<file path="src/rtl/freq_meter_pkg.sv">
// freq_meter_pkg: shared types and constants for the frequency meter.
// Contents: state_t (IDLE/MEASURE/HOLD), CLK_HZ (nominal clk_in frequency).
package freq_meter_pkg;
    typedef enum logic [1:0] {IDLE, MEASURE, HOLD} state_t;
    localparam int unsigned CLK_HZ = 100000000;
endpackage

</file>
<file path="src/rtl/sync_edge_detect.sv">
// sync_edge_detect: 2-flop synchronizer plus edge register, emits a 1-cycle rise pulse.
// Ports: clk_in (clock), reset_n (async active-low reset), sig_in (async input),
//        rise (1-cycle pulse per synchronized rising edge).
module sync_edge_detect (
    input  logic clk_in,
    input  logic reset_n,
    input  logic sig_in,
    output logic rise
);
    logic s1, s2, s3;
    logic [2:0] vld;
    always_ff @(posedge clk_in or negedge reset_n) begin
        if (!reset_n) begin
            s1  <= 1'b0;
            s2  <= 1'b0;
            s3  <= 1'b0;
            vld <= '0;
        end else begin
            s1  <= sig_in;
            s2  <= s1;
            s3  <= s2;
            vld <= {vld[1:0], 1'b1};
        end
    end
    // vld masks the pulse until s3 holds a real sample, so a high input at
    // reset release is not mistaken for a 0->1 transition.
    assign rise = vld[2] & s2 & ~s3;
endmodule

</file>
<file path="src/rtl/freq_meter.sv">
// freq_meter: counts sig_in rising edges over a GATE_CYCLES-long gate, with valid/ready result.
// Ports: clk_in, reset_n (async active-low), sig_in, start, busy,
//        result[CNT_W], result_valid, result_ready, overflow.
// Option: FREQ_METER_CONTINUOUS_EN restarts a gate right after each result handshake.
module freq_meter
    import freq_meter_pkg::*;
#(
    parameter int unsigned GATE_CYCLES = 100000000,
    parameter int          CNT_W       = 32
) (
    input  logic             clk_in,
    input  logic             reset_n,
    input  logic             sig_in,
    input  logic             start,
    output logic             busy,
    output logic [CNT_W-1:0] result,
    output logic             result_valid,
    input  logic             result_ready,
    output logic             overflow
);
    localparam logic [31:0] GATE_LOAD = 32'(GATE_CYCLES - 1);
    state_t state, state_nxt;
    logic [31:0] gate_cnt;
    logic [CNT_W-1:0] edge_cnt, edge_nxt;
    logic ovf, ovf_nxt, rise, load, done, ack;
    sync_edge_detect u_sync (
        .clk_in  (clk_in),
        .reset_n (reset_n),
        .sig_in  (sig_in),
        .rise    (rise)
    );
    always_comb begin
        ack = (state == HOLD) && result_ready;
        done = (state == MEASURE) && (gate_cnt == '0);
`ifdef FREQ_METER_CONTINUOUS_EN
        load = ((state == IDLE) && start) || ack;
`else
        load = (state == IDLE) && start;
`endif
        state_nxt = load ? MEASURE : done ? HOLD : ack ? IDLE : state;
        // Saturating count: once all ones, further edges only raise ovf.
        edge_nxt = (rise && !(&edge_cnt)) ? edge_cnt + CNT_W'(1) : edge_cnt;
        ovf_nxt = ovf | (rise & (&edge_cnt));
    end
    always_ff @(posedge clk_in or negedge reset_n) begin
        if (!reset_n) begin
            state    <= IDLE;
            gate_cnt <= '0;
            edge_cnt <= '0;
            ovf      <= 1'b0;
            result   <= '0;
            overflow <= 1'b0;
        end else begin
            state <= state_nxt;
            if (load) begin
                gate_cnt <= GATE_LOAD;
                edge_cnt <= '0;
                ovf      <= 1'b0;
            end else if (state == MEASURE) begin
                edge_cnt <= edge_nxt;
                ovf      <= ovf_nxt;
                if (done) begin
                    result   <= edge_nxt;
                    overflow <= ovf_nxt;
                end else begin
                    gate_cnt <= gate_cnt - 32'd1;
                end
            end
        end
    end
    assign busy = (state == MEASURE);
    assign result_valid = (state == HOLD);
endmodule

</file>
<file path="config.mk">
export PLATFORM = sky130hd
export DESIGN_NAME = freq_meter
export DESIGN_NICKNAME = d
export VERILOG_FILES = /design/src/rtl/freq_meter_pkg.sv /design/src/rtl/sync_edge_detect.sv /design/src/rtl/freq_meter.sv
export SDC_FILE = /design/constraint.sdc
export NUM_CORES = 1
export LEC_CHECK = 0
export CAP_MARGIN = 20
export CORE_ASPECT_RATIO = 0.7
export CORE_MARGIN = 2
export CORE_UTILIZATION = 35
export CTS_CLUSTER_SIZE = 25
export DETAILED_ROUTE_END_ITERATION = 8
export PLACE_DENSITY = 0.53
export REMOVE_ABC_BUFFERS = 1
export SYNTH_ARGS = -nofsm -noshare
export SYNTH_HDL_FRONTEND = slang
export SYNTH_HIERARCHICAL = 1
export SYNTH_SLANG_ARGS = --single-unit
</file>
<file path="constraint.sdc">
create_clock -name clk_in -period 2.3 [get_ports clk_in]
set_clock_uncertainty 0.2 [all_clocks]
set_input_delay 0.46 -clock clk_in [delete_from_list [all_inputs] [get_ports clk_in]]
set_output_delay 0.46 -clock clk_in [all_outputs]
set_load 0.02 [all_outputs]
</file>
==> impl_metrics.tcl <==
set metrics [dict create \
    clock-root-buffer "clkbuf_16" \
    arrival_ns 2.54 \
    die_w_um 151 \
    numClockSinks 106 \
    synth-async-reset-ratio 1.00 \
    r2r-start "gate_cnt[1]" \
    globalplace.congestion 0.836 \
    seq_area_frac_synth 0.498 \
    port_buffers 39 \
    first_iter_violations 266 \
    setup_ws_ns -0.202 \
    seq_power_share 0.540 \
    grt_pass1_wl_mm 24.6 \
    holdCritPathClass "reg -> reg" \
    h-tree-depth 3 \
    crit_start "gate_cnt[1]" \
    leakage_nw 3.51 \
    slew_headroom 0.613 \
    violations "negative setup slack" \
    insertion_delay_ns 0.35 \
    yosysTopAreaCell "dfrtp_1" \
    endpoint_kind "register" \
    hold_viol_final 0 \
    dp_worst_setup_slack_ns -0.374 \
    routed_wl_mm 15.5 \
    swShare 0.235 \
    ys_ff_latch 106 \
    wl_per_cell_um 16.8 \
    setup_viol 65 \
    drc 0 \
    grt_overflow_total 0 \
    rsz0062_at_grt "yes" \
    post-route-min-period_ns 2.50 \
    grt.total_usage 0.193 \
    viasPerCell 5.32 \
    dp_hpwl_mm 9.42 \
    fin_nets 730 \
    min-delay-start "u_sync/vld[0]" \
    placed_cell_area_sq_um 6560 \
    ant_nets 0 \
    cts.clk_slew.worst_paths_ns 0.08 \
    outcome "complete, but fails checks" \
    fillCellCount 1236 \
    die_h_um 107 \
    stdcell_area_sq_um 8170 \
    synth-warning-count 6 \
    power_mw 3.46 \
    syn_to_final_growth_pct 53.5 \
    yosysUniqueCellTypes 52 \
    core_sq_um 14800 \
    yosys-top-cells-area "dfrtp_1 (50%), nand2_1 (5.9%), xor2_1 (5.8%), o21ai_0 (5.1%), xnor2_1 (3.0%)" \
    grt_max_degree 75 \
    ys_top_cells_by_count "dfrtp_1 (106), nand2_1 (84), o21ai_0 (54)" \
    crit_fanout 6 \
    syn_inst 575 \
    io_pins 40 \
    drv_cap 0 \
    clockPowerShare 0.435 \
    finalCritPeriodShare 1.09 \
    cts_tree "done" \
    cp.required_ns 2.34 \
    grt_pass1_vias 4806 \
    drive_above_1_share 0.380 \
    first_pass_iters 5 \
    max_freq_mhz 400 \
    ir_worst_vdd_v 0.000309 \
    syn_avg_cell_area_sq_um 9.25 \
    synth_top_area_share 0.498 \
    reg2reg_slack_ns -0.20 \
    num_vias 4906 \
    synth_edf_count 0 \
    tightest_slew_ns 0.579 \
    rows 37 \
    initial_utilization 0.360 \
    tns_ns -7.49 \
    pwr-share-comb 0.024 \
    path_class "reg -> reg" \
    cts_made_buffers 9 \
    synth_area_sq_um 5320 \
    die_area_sq_um 16200 \
    synth.most_common_cell "dfrtp_1" \
    power_density_nw_per_um2 424 \
    antenna_found_initial 0 \
    p_int_mw 2.65 \
    power_switching_mw 0.815 \
    cts_buffer_depth 2 \
    n_antenna_cell 0 \
    synthFlopType "dfrtp_1" \
    cp-start-kind "register" \
    finalMaxSlewViolations 0 \
]
==> routing by layer <==
metal	GRT usage	wire length, um	up-vias
li1	-	-	2351
met4	0.0474	165	0
met5	0	0	-
met1	0.279	7570	2447
met2	0.298	7220	94
met3	0.0396	561	14
==> through the flow <==
stage | hold slack (ns) | std cells | util
2_1_floorplan | -0.0356 | 543 | -
3_3_place_gp | 0.134 | 873 | 0.444
3_5_place_dp | 0.136 | 873 | 0.444
4_1_cts | 0.156 | 913 | 0.508
5_1_grt | 0.159 | 923 | 0.553
6_report | 0.153 | 923 | 0.553
==> state kept, by name, indices dropped and copies added, names as in the netlist, 2 cells and up <==
signal	count
edge_cnt	32
gate_cnt	32
result	32
state	2
u_sync/vld	3
==> worst paths after layout <==
path	to	cells after the start
worst max-delay path	gate_cnt[11]	11
worst min-delay path	u_sync/vld[1]	0
worst max register to register	gate_cnt[11]	11
worst min register to register	u_sync/vld[1]	0
max in group asynchronous	edge_cnt[9]	3
min in group asynchronous	edge_cnt[3]	3
==> final cells by class <==
cell class / instances / area, sq um / share of cell area
clock buffers: 9 / 225 / 0.0276
clock inverters: 7 / 60.1 / 0.00735
inverters: 12 / 45.0 / 0.00551
multi-input cells: 425 / 3280 / 0.401
flip-flops and latches: 106 / 2650 / 0.325
well taps: 195 / 244 / 0.0299
repair buffers: 169 / 1670 / 0.204
==> power groups by stage <==
| stage | Combinational [mW] | Clock, mW | Sequential (mW) |
|---|---|---|---|
| after floorplan | 0.0141 | 0 | 1.91 |
| after global placement | 0.0790 | 0 | 1.91 |
| after detailed placement | 0.0794 | 0 | 1.91 |
| after CTS | 0.0831 | 1.55 | 1.87 |
| after global routing | 0.0946 | 1.62 | 1.87 |
| final | 0.0837 | 1.51 | 1.87 |
==> layout by cell type, fill, tap and decap left out, drive strengths merged, types with 3 or more instances in the layout <==
cell type	netlist	layout
nor4	5	5
a41oi	7	7
and2	3	3
inv	12	15
o21ai	54	54
and4	6	6
buf	2	129
xnor2	18	18
nand2	84	84
a31oi	24	24
a21oi	21	21
nand4	16	16
or4	5	5
nor3	12	12
xor2	35	35
and3	16	16
clkbuf	30	10
o22ai	4	4
clkinvlp	0	3
dfrtp	106	106
o211ai	3	3
or3	6	6
clkdlybuf4s50	0	36
o31ai	5	5
nand2b	7	7
nand3	31	31
nor2	36	36
==> cell families after synthesis <==
group / synth area share
and+or+nand+nor: 0.235
AOI/OAI and AO/OA: 0.140
DFF: 0.498
xor gates and xnor gates: 0.0872
buffers and inverters: 0.0315
adders and majority gates: 0.00470
other: 0.000705
muxes: 0.00188
==> critical path, stage by stage, from the launching register on <==
cell       delay [ns]
dfrtp_1          0.41
inv_2            0.09
ha_4             0.14
or3b_4           0.39
nor4_4           0.21
buf_4            0.15
nand4_1          0.10
buf_6            0.20
clkbuf_16        0.17
nand4b_1         0.11
xor2_1           0.16
nor2_1           0.06
==> repair_timing <==
item,in CTS,in global routing
endpoints found under the setup margin,69,93
gates cloned,10,2
setup buffers,13,11
hold buffers,1,0
hold endpoints to repair,106,0
pin swaps,47,72
resized for setup,118,135
Power figures use the tool's default switching activity.
